==> config.mk <==
export PLATFORM = sky130hd
export DESIGN_NAME = psum_accumulator
export DESIGN_NICKNAME = d
export VERILOG_FILES = /design/src/rtl/psum_accumulator.sv
export SDC_FILE = /design/constraint.sdc
export NUM_CORES = 1
export LEC_CHECK = 0
export CORE_MARGIN = 4
export CORE_UTILIZATION = 25
export DETAILED_ROUTE_END_ITERATION = 16
export GPL_TIMING_DRIVEN = 0
export SLEW_MARGIN = 5
export SYNTH_ARGS = -nofsm -noshare
export SYNTH_HDL_FRONTEND = slang
export SYNTH_SLANG_ARGS = --single-unit
export TNS_END_PERCENT = 5
==> constraint.sdc <==
create_clock -name clk -period 7 [get_ports clk]
set_input_delay 2.1 -clock clk [delete_from_list [all_inputs] [get_ports clk]]
set_output_delay 2.1 -clock clk [all_outputs]
set_load 0.05 [all_outputs]
==> src/rtl/psum_accumulator.sv <==
// Sums NUM_TILES signed row partial sums, then shifts, optionally ReLUs and saturates the total.
// The result is registered one cycle after the last beat. The last beat stalls only while an unconsumed result is held.
module psum_accumulator #(
    parameter int PARTIAL_SUM_BW = 20,
    parameter int ACC_BW         = 32,
    parameter int OUT_BW         = 8,
    parameter int NUM_TILES      = 4,
    localparam int CNT_BW        = $clog2(NUM_TILES)
) (
    input  logic                             clk,
    input  logic                             rst,
    input  logic                             in_valid,
    output logic                             in_ready,
    input  logic signed [PARTIAL_SUM_BW-1:0] in_psum,
    input  logic        [4:0]                shift,
    input  logic                             relu_en,
    output logic                             out_valid,
    input  logic                             out_ready,
    output logic signed [OUT_BW-1:0]         out_data,
    output logic signed [ACC_BW-1:0]         out_acc,
    output logic                             out_sat,
    output logic        [CNT_BW-1:0]         tile_cnt
);

    typedef enum logic {
        ACCUM      = 1'b0,
        ACCUM_HOLD = 1'b1
    } state_t;

    localparam logic [CNT_BW-1:0] LAST_TILE = CNT_BW'(NUM_TILES - 1);
    localparam logic signed [ACC_BW-1:0] Q_MAX =
        {{(ACC_BW - OUT_BW + 1){1'b0}}, {(OUT_BW - 1){1'b1}}};
    localparam logic signed [ACC_BW-1:0] Q_MIN = ~Q_MAX;

    state_t                      r_state;
    state_t                      w_state_nxt;
    logic [CNT_BW-1:0]           r_tile_cnt;
    logic signed [ACC_BW-1:0]    r_acc;
    logic signed [ACC_BW-1:0]    r_out_acc;
    logic signed [OUT_BW-1:0]    r_out_data;
    logic                        r_out_sat;

    logic                        w_last;
    logic                        w_in_fire;
    logic                        w_out_fire;
    logic                        w_last_fire;
    logic signed [ACC_BW-1:0]    w_psum_ext;
    logic signed [ACC_BW-1:0]    w_final;
    logic signed [ACC_BW-1:0]    w_shifted;
    logic signed [ACC_BW-1:0]    w_relu;
    logic signed [OUT_BW-1:0]    w_q_data;
    logic                        w_q_sat;

    assign w_last      = (r_tile_cnt == LAST_TILE);
    assign out_valid   = (r_state == ACCUM_HOLD);
    // Only the last beat needs the output register, so only it can be stalled.
    assign in_ready    = !(w_last && out_valid && !out_ready);
    assign w_in_fire   = in_valid && in_ready;
    assign w_out_fire  = out_valid && out_ready;
    assign w_last_fire = w_in_fire && w_last;

    assign w_psum_ext = {{(ACC_BW - PARTIAL_SUM_BW){in_psum[PARTIAL_SUM_BW-1]}}, in_psum};
    assign w_final    = (r_tile_cnt == '0) ? w_psum_ext : r_acc + w_psum_ext;

    // ReLU is applied before saturation so a clamp to zero never reports saturation.
    always_comb begin
        w_shifted = w_final >>> shift;
        w_relu    = w_shifted;
        w_q_data  = w_shifted[OUT_BW-1:0];
        w_q_sat   = 1'b0;
        if (relu_en && w_shifted[ACC_BW-1]) begin
            w_relu = '0;
        end
        if (w_relu > Q_MAX) begin
            w_q_data = Q_MAX[OUT_BW-1:0];
            w_q_sat  = 1'b1;
        end else if (w_relu < Q_MIN) begin
            w_q_data = Q_MIN[OUT_BW-1:0];
            w_q_sat  = 1'b1;
        end else begin
            w_q_data = w_relu[OUT_BW-1:0];
        end
    end

    always_ff @(posedge clk) begin
        if (rst) begin
            r_state <= ACCUM;
        end else begin
            r_state <= w_state_nxt;
        end
    end

    always_comb begin
        w_state_nxt = r_state;
        case (r_state)
            ACCUM:      if (w_last_fire) w_state_nxt = ACCUM_HOLD;
            ACCUM_HOLD: if (!w_last_fire && w_out_fire) w_state_nxt = ACCUM;
            default:    w_state_nxt = ACCUM;
        endcase
    end

    always_ff @(posedge clk) begin
        if (rst) begin
            r_tile_cnt <= '0;
            r_acc      <= '0;
        end else if (w_in_fire) begin
            r_acc      <= w_final;
            r_tile_cnt <= w_last ? '0 : r_tile_cnt + CNT_BW'(1);
        end
    end

    always_ff @(posedge clk) begin
        if (rst) begin
            r_out_acc  <= '0;
            r_out_data <= '0;
            r_out_sat  <= 1'b0;
        end else if (w_last_fire) begin
            r_out_acc  <= w_final;
            r_out_data <= w_q_data;
            r_out_sat  <= w_q_sat;
        end
    end

    assign out_acc  = r_out_acc;
    assign out_data = r_out_data;
    assign out_sat  = r_out_sat;
    assign tile_cnt = r_tile_cnt;

endmodule
==> flow_metrics.py, run 1 <==
metrics = {
    "clocking": {
        "cts-buffers-inserted": 9,
        "clock_sinks": 76,
        "clock_tree.root_cell": "sky130_fd_sc_hd__clkbuf_16",
        "cts_htree_levels": 3,
        "clk_pin_slew_ns": 0.08,
        "tritoncts": "yes",
        "cts_hold_repair.buffers": 0,
        "clock_latency_on_the_worst_skew_pair_ns": 0.38,
        "max-clock-path-buffers": 2,
    },
    "timing": {
        "worstMarginPinSlew_ns": 1.02,
        "min_period_ns": 6.86,
        "max_freq_mhz": 146,
        "grt_setup_unrepaired": "true",
        "max-slew-margin-rel_pct": 31.6,
        "timing.hold.ws_ns": 0.470,
        "skew_ns": 0.0231,
        "period_share_pct": 98.0,
        "report.final.hold_viol_count": 0,
        "final_max_slew_viol_count": 0,
        "report.final.setup_viol": 0,
    },
    "run": {
        "max_cap_viol_count": 0,
    },
    "synth": {
        "synth_fa_ha_area_share_pct": 5.19,
        "synth-edff-count": 0,
        "synth_top_flop_cell": "sky130_fd_sc_hd__dfxtp_1",
        "synthesis.area_sq_mm": 0.00834,
        "ys.warnings.count": 0,
        "post-synth-top-area-cell": "sky130_fd_sc_hd__dfxtp_1",
        "synth-seq-area-share_pct": 18.2,
        "netlist_top_cells_area": "sky130_fd_sc_hd__dfxtp_1 18%, sky130_fd_sc_hd__a211oi_1 7.8%, sky130_fd_sc_hd__nor2_1 7.5%, sky130_fd_sc_hd__ha_1 4.9%, sky130_fd_sc_hd__nand2_1 4.8%",
        "register_bit_count_reported_by_yosys": 76,
        "fraction_of_synthesized_area_in_multiplexers_pct": 5.79,
        "synth_simple_gate_area_share_pct": 27.2,
        "synth_most_common_cell": "sky130_fd_sc_hd__nor2_1",
        "postSynthNetCount": 1243,
        "synth_compound_gate_area_share_pct": 37.9,
        "synth_cells": 1179,
        "synth_xor_area_share_pct": 0.630,
        "synth_top_family_by_area": "compound AO/OA/AOI/OAI gates",
        "postSynth.asyncResetShare_pct": 0,
        "syn-mean-instance-area_sq_um": 7.08,
        "yosysTopAreaCellShare_pct": 18.2,
        "synth.distinct_cells": 87,
        "synth_top_cells_by_count": "166 x sky130_fd_sc_hd__nor2_1, 107 x sky130_fd_sc_hd__nand2_1, 87 x sky130_fd_sc_hd__a211oi_1",
    },
    "pwr": {
        "power_density_of_the_placed_cells_mw_per_mm2": 190,
        "max-vdd-ir-drop_uv": 122,
        "cellLeakagePower_nw": 3.60,
    },
    "route": {
        "post_dr_wirelength_cell_um": 23.2,
        "drt_pre_antenna_iters": 6,
        "detailed_route_vias_per_instance": 6.03,
        "drtIter0Drc": 1179,
        "route.vias.total": 10400,
        "drtAntennaViolNets": 0,
        "drc": 0,
        "routed_wirelength_mm": 40.1,
    },
    "floorplanning": {
        "row_count": 66,
        "start_util_pct": 25.5,
        "core_area_sq_mm": 0.0327,
        "floorplan.die.height_um": 191,
        "die_x_um": 191,
        "io_pins": 75,
        "die_area_sq_mm": 0.0364,
    },
    "critical_path": {
        "worst-path-max-fanout": 9,
        "setup.worst_path.end_class": "register",
        "worst_ep_required_time_ns": 7.22,
        "ff2ff_setup_slack_ns": 1.16,
        "worstPathArrival_ns": 7.08,
        "startpoint_kind_of_the_worst_setup_timing_path": "input port",
        "worst-setup-path-type": "input port to register",
        "worst_r2r_path_depth": 18,
    },
    "global_routing": {
        "vias_in_the_first_global_route": 9725,
        "globalRoute.totalOverflow": 0,
        "antenna_found_initial": 0,
        "first_pass_grt_wire_length_mm": 60.2,
        "globalRouteTotalUtil_pct": 21.2,
        "grt_max_degree": 20,
    },
    "layout": {
        "drive_gt1_share_pct": 12.3,
        "area.sequential_sq_mm": 0.00152,
        "finish.instance_area_sq_mm": 0.0105,
        "n_antenna_cell": 0,
        "layout.filler_cells": 3593,
        "final_cells": 1730,
        "flow.area_growth_from_synthesis_pct": 25.7,
        "multi_input_comb_area_sq_mm": 0.00679,
        "finish.net_count": 1347,
    },
    "placed_design": {
        "numPortBuffers": 72,
        "place_inst": 1693,
        "place_congestion": 0.979,
        "place_area_sq_mm": 0.00962,
        "dpl.hpwl_mm": 30.9,
    },
    "run_status": {
        "status": "complete, no violations",
    },
    "worst_hold_path": {
        "count_of_cells_along_the_worst_hold_path": 2,
        "hold_class": "register to register",
    },
}
-- layout by cell type, fill, tap and decap left out, types with 24 or more instances in the layout --
master	instances
sky130_fd_sc_hd__ha_1	33
sky130_fd_sc_hd__nand2_1	105
sky130_fd_sc_hd__nand4_1	25
sky130_fd_sc_hd__a211oi_1	82
sky130_fd_sc_hd__dfxtp_1	76
sky130_fd_sc_hd__nor3_1	28
sky130_fd_sc_hd__o211ai_1	24
sky130_fd_sc_hd__clkbuf_1	63
sky130_fd_sc_hd__clkdlybuf4s50_1	71
sky130_fd_sc_hd__o21ai_0	54
sky130_fd_sc_hd__nand3_1	48
sky130_fd_sc_hd__nor2_1	162
sky130_fd_sc_hd__a21oi_1	72
-- cell families after synthesis --
family / count (synthesis)
XOR/XNOR: 6
adder cells (fa/ha/maj): 34
multiplexers: 38
buffers and inverters: 109
AND/OR/NAND/NOR: 474
flip-flops: 76
AO/OA/AOI/OAI: 442
-- final timing paths --
path,startpoint,endpoint
hold reg to reg,out_acc[20],out_acc[20]
setup / recovery,in_psum[11],out_data[6]
setup reg to reg,tile_cnt[0],out_data[5]
hold / removal,out_acc[20],out_acc[20]
-- registers in the layout, indices dropped and copies added (netlist names) --
| register | count |
|---|---|
| out_acc | 32 |
| r_acc | 32 |
| out_data | 8 |
| tile_cnt | 2 |
| out_sat | 1 |
| out_valid | 1 |
-- critical path: stages --
cell and delay (ns):
sky130_fd_sc_hd__clkdlybuf4s50_1 0.59, sky130_fd_sc_hd__ha_1 0.28, sky130_fd_sc_hd__buf_2 0.19, sky130_fd_sc_hd__nand4_1 0.11
sky130_fd_sc_hd__buf_4 0.16, sky130_fd_sc_hd__nor3_4 0.06, sky130_fd_sc_hd__or4_4 0.59, sky130_fd_sc_hd__a2111oi_4 0.42
sky130_fd_sc_hd__nor4_1 0.11, sky130_fd_sc_hd__a31oi_2 0.35, sky130_fd_sc_hd__a21oi_2 0.16, sky130_fd_sc_hd__mux4_2 0.57
sky130_fd_sc_hd__or4_1 0.50, sky130_fd_sc_hd__o31a_1 0.33, sky130_fd_sc_hd__a221oi_4 0.41, sky130_fd_sc_hd__a211oi_1 0.14
-- per-layer routing --
metal / wire length (um) / track usage, % / up-vias
met5: 0 / 0 / -
met2: 17200 / 32.5 / 644
met1: 17600 / 30.2 / 4940
li1: - / - / 4743
met4: 1500 / 6.38 / 0
met3: 3860 / 3.88 / 112
-- report_power, final --
part           switching, mW  internal [mW]  total, mW
clock network          0.246          0.283      0.529
logic                  0.663          0.332      0.996
registers             0.0158          0.453      0.469
-- final cells by class --
class                   instances  share of cell area (%)
well taps                     442                    5.27
inverters                      18                   0.644
flip-flops and latches         76                    14.5
repair buffers                 94                    8.52
clock inverters                 7                   0.764
clock buffers                   9                    2.15
plain buffers                  90                    3.41
multi-input cells             994                    64.7
-- stage by stage --
stage | total power, mW | utilization [%] | setup WS [ns] | setup TNS [ns]
global placement | 1.35 | 29.4 | -1.56 | -12.47
floorplan | 1.06 | - | 0.746 | 0
finish | 1.99 | 32.1 | 0.141 | 0
detailed placement | 1.35 | 29.4 | -1.51 | -11.95
global route | 2.07 | 32.1 | -0.0184 | -0.0377
CTS | 1.89 | 30.7 | 0.00869 | 0
-- timing repair --
item                       in CTS  in global routing
hold endpoints to repair        0                  0
resized for setup              30                 70
setup buffers                   1                 21
pin swaps                       3                 23
setup endpoints to repair       9                  8
Note: power is estimated with default switching activity, not from simulation.
==> run 2: changes to the inputs <==
Settings changed: CORE_MARGIN 4 to 2.
==> flow_metrics.py, run 2 (synthesized netlist as in run 1, its figures left out) <==
metrics = {
    "layout": {
        "layout.filler_cells": 3649,
        "finish.net_count": 1354,
        "final_cell_mix": "162 x sky130_fd_sc_hd__nor2_1, 105 x sky130_fd_sc_hd__nand2_1, 80 x sky130_fd_sc_hd__a211oi_1",
        "final_cells": 1737,
        "n_antenna_cell": 0,
        "final_common_cell": "sky130_fd_sc_hd__nor2_1",
        "drive_gt1_share_pct": 12.9,
        "flow.area_growth_from_synthesis_pct": 26.6,
    },
    "global_routing": {
        "grt_max_degree": 20,
        "antenna_found_initial": 0,
        "globalRouteTotalUtil_pct": 22.4,
        "vias_in_the_first_global_route": 9756,
        "globalRoute.totalOverflow": 0,
        "first_pass_grt_wire_length_mm": 60.4,
    },
    "pwr": {
        "cellLeakagePower_nw": 3.62,
        "power_density_of_the_placed_cells_mw_per_mm2": 187,
        "max-vdd-ir-drop_uv": 122,
        "power_mw": 1.97,
    },
    "critical_path": {
        "setup.worst_path.end_class": "register",
        "worst-path-max-fanout": 10,
        "startpoint_kind_of_the_worst_setup_timing_path": "input port",
        "worstPathArrival_ns": 7.15,
        "worst-setup-path-type": "input port to register",
        "worst_ep_required_time_ns": 7.21,
    },
    "clocking": {
        "cts_hold_repair.buffers": 0,
        "cts_htree_levels": 3,
        "clock_sinks": 76,
        "clk_pin_slew_ns": 0.06,
        "cts-buffers-inserted": 9,
        "clock_tree.root_cell": "sky130_fd_sc_hd__clkbuf_16",
        "clock_latency_on_the_worst_skew_pair_ns": 0.37,
        "tritoncts": "yes",
        "max-clock-path-buffers": 2,
    },
    "floorplanning": {
        "core_area_sq_mm": 0.0327,
        "die_x_um": 187,
        "die_area_sq_mm": 0.0349,
        "floorplan.die.height_um": 187,
        "row_count": 66,
        "io_pins": 75,
        "start_util_pct": 25.5,
    },
    "route": {
        "drc": 0,
        "drtIter0Drc": 1078,
        "detailed_route_vias_per_instance": 6.04,
        "routed_wirelength_mm": 40.9,
        "drtAntennaViolNets": 0,
        "post_dr_wirelength_cell_um": 23.5,
        "route.vias.total": 10500,
        "drt_pre_antenna_iters": 6,
    },
    "timing": {
        "skew_ns": 0.0234,
        "period_share_pct": 99.1,
        "final_max_slew_viol_count": 0,
        "worstMarginPinSlew_ns": 1.00,
        "report.final.setup_viol": 0,
        "report.final.hold_viol_count": 0,
        "max_freq_mhz": 144,
        "min_period_ns": 6.94,
        "grt_setup_unrepaired": "true",
        "max-slew-margin-rel_pct": 32.5,
    },
    "placed_design": {
        "place_congestion": 0.950,
        "place_inst": 1693,
        "dpl.hpwl_mm": 31.5,
        "numPortBuffers": 72,
    },
    "run_status": {
        "status": "complete, no violations",
    },
    "worst_hold_path": {
        "hold_class": "register to register",
    },
    "run": {
        "max_cap_viol_count": 0,
    },
}
run 2: changes by cell type in the layout (fill, tap and decap cells not counted), moves of 2 or more:
cell                        previous run  this run
sky130_fd_sc_hd__clkbuf_1             63        65
sky130_fd_sc_hd__clkinv_2              1         3
sky130_fd_sc_hd__o31ai_2               3         1
sky130_fd_sc_hd__mux2i_2               0         2
sky130_fd_sc_hd__a21oi_2               9        11
sky130_fd_sc_hd__buf_4                22        28
sky130_fd_sc_hd__a211oi_1             82        80
sky130_fd_sc_hd__a2111oi_2             6         3
sky130_fd_sc_hd__a21oi_1              72        70
sky130_fd_sc_hd__a2111oi_1             3         5
sky130_fd_sc_hd__mux2i_1              22        20
sky130_fd_sc_hd__a211oi_2              6         8
run 2: per-stage QoR:
step	utilization (%)	cell area, sq um	hold slack (ns)	setup slack, ns	TNS [ns]
4_1_cts	30.9	10100	0.470	-0.00715	-0.00715
5_1_grt	32.3	10600	0.493	-0.0668	-0.437
3_5_place_dp	29.4	9620	0.461	-1.43	-11.37
2_1_floorplan	-	8340	0.440	0.746	0
3_3_place_gp	29.4	9620	0.452	-1.46	-11.80
6_report	32.3	10600	0.463	0.0600	0
run 2: path summary, 6_finish.rpt:
| kind | endpoint | depth (start not counted) | slack, ns | startpoint |
|---|---|---|---|---|
| worst min-delay path | out_data[7] | 2 | 0.46 | out_data[7] |
| worst max-delay path | out_data[4] | 17 | 0.06 | in_psum[13] |
| worst max register to register | out_data[5] | 18 | 1.12 | tile_cnt[0] |
| worst min register to register | out_data[7] | 2 | 0.46 | out_data[7] |
run 2: power by group:
group | internal, mW | switching, mW | leakage [nW]
sequential | 0.454 | 0.0161 | 0.621
combinational | 0.334 | 0.675 | 2.86
clock | 0.278 | 0.217 | 0.147
run 2: area by class of cell:
type | instances | area [sq um] | share of cell area, %
inverters | 18 | 67.6 | 0.640
clock inverters | 6 | 62.6 | 0.592
flip-flops and latches | 76 | 1520 | 14.4
well taps | 442 | 553 | 5.24
clock buffers | 10 | 229 | 2.17
repair buffers | 100 | 938 | 8.89
plain buffers | 91 | 362 | 3.42
multi-input cells | 994 | 6830 | 64.6
run 2: timing repair:
item	CTS	global route
setup buffers	5	23
endpoints found under the setup margin	9	9
resized for setup	41	67
pin swaps	3	22
run 2: metal layers:
metal  global-route usage (%)  up-vias  part of all wire [%]
met3                     4.48       98                    10
met1                     31.3     5015                    43
met5                        0        -                     0
met4                     9.10        0                   3.7
met2                     33.7      622                    43
li1                         -     4758                     -
run 2: critical path, stage by stage:
cell and delay, ns:
sky130_fd_sc_hd__clkdlybuf4s50_1 0.65, sky130_fd_sc_hd__ha_1 0.29, sky130_fd_sc_hd__buf_2 0.19, sky130_fd_sc_hd__nand4_1 0.09, sky130_fd_sc_hd__buf_4 0.16, sky130_fd_sc_hd__nor3_4 0.05
sky130_fd_sc_hd__or4_4 0.59, sky130_fd_sc_hd__a2111oi_4 0.48, sky130_fd_sc_hd__nor4_1 0.16, sky130_fd_sc_hd__a31oi_4 0.30, sky130_fd_sc_hd__a21oi_1 0.19, sky130_fd_sc_hd__mux4_2 0.61
sky130_fd_sc_hd__or4_1 0.49, sky130_fd_sc_hd__o31a_1 0.32, sky130_fd_sc_hd__a221oi_4 0.23, sky130_fd_sc_hd__buf_12 0.17, sky130_fd_sc_hd__a211oi_1 0.06
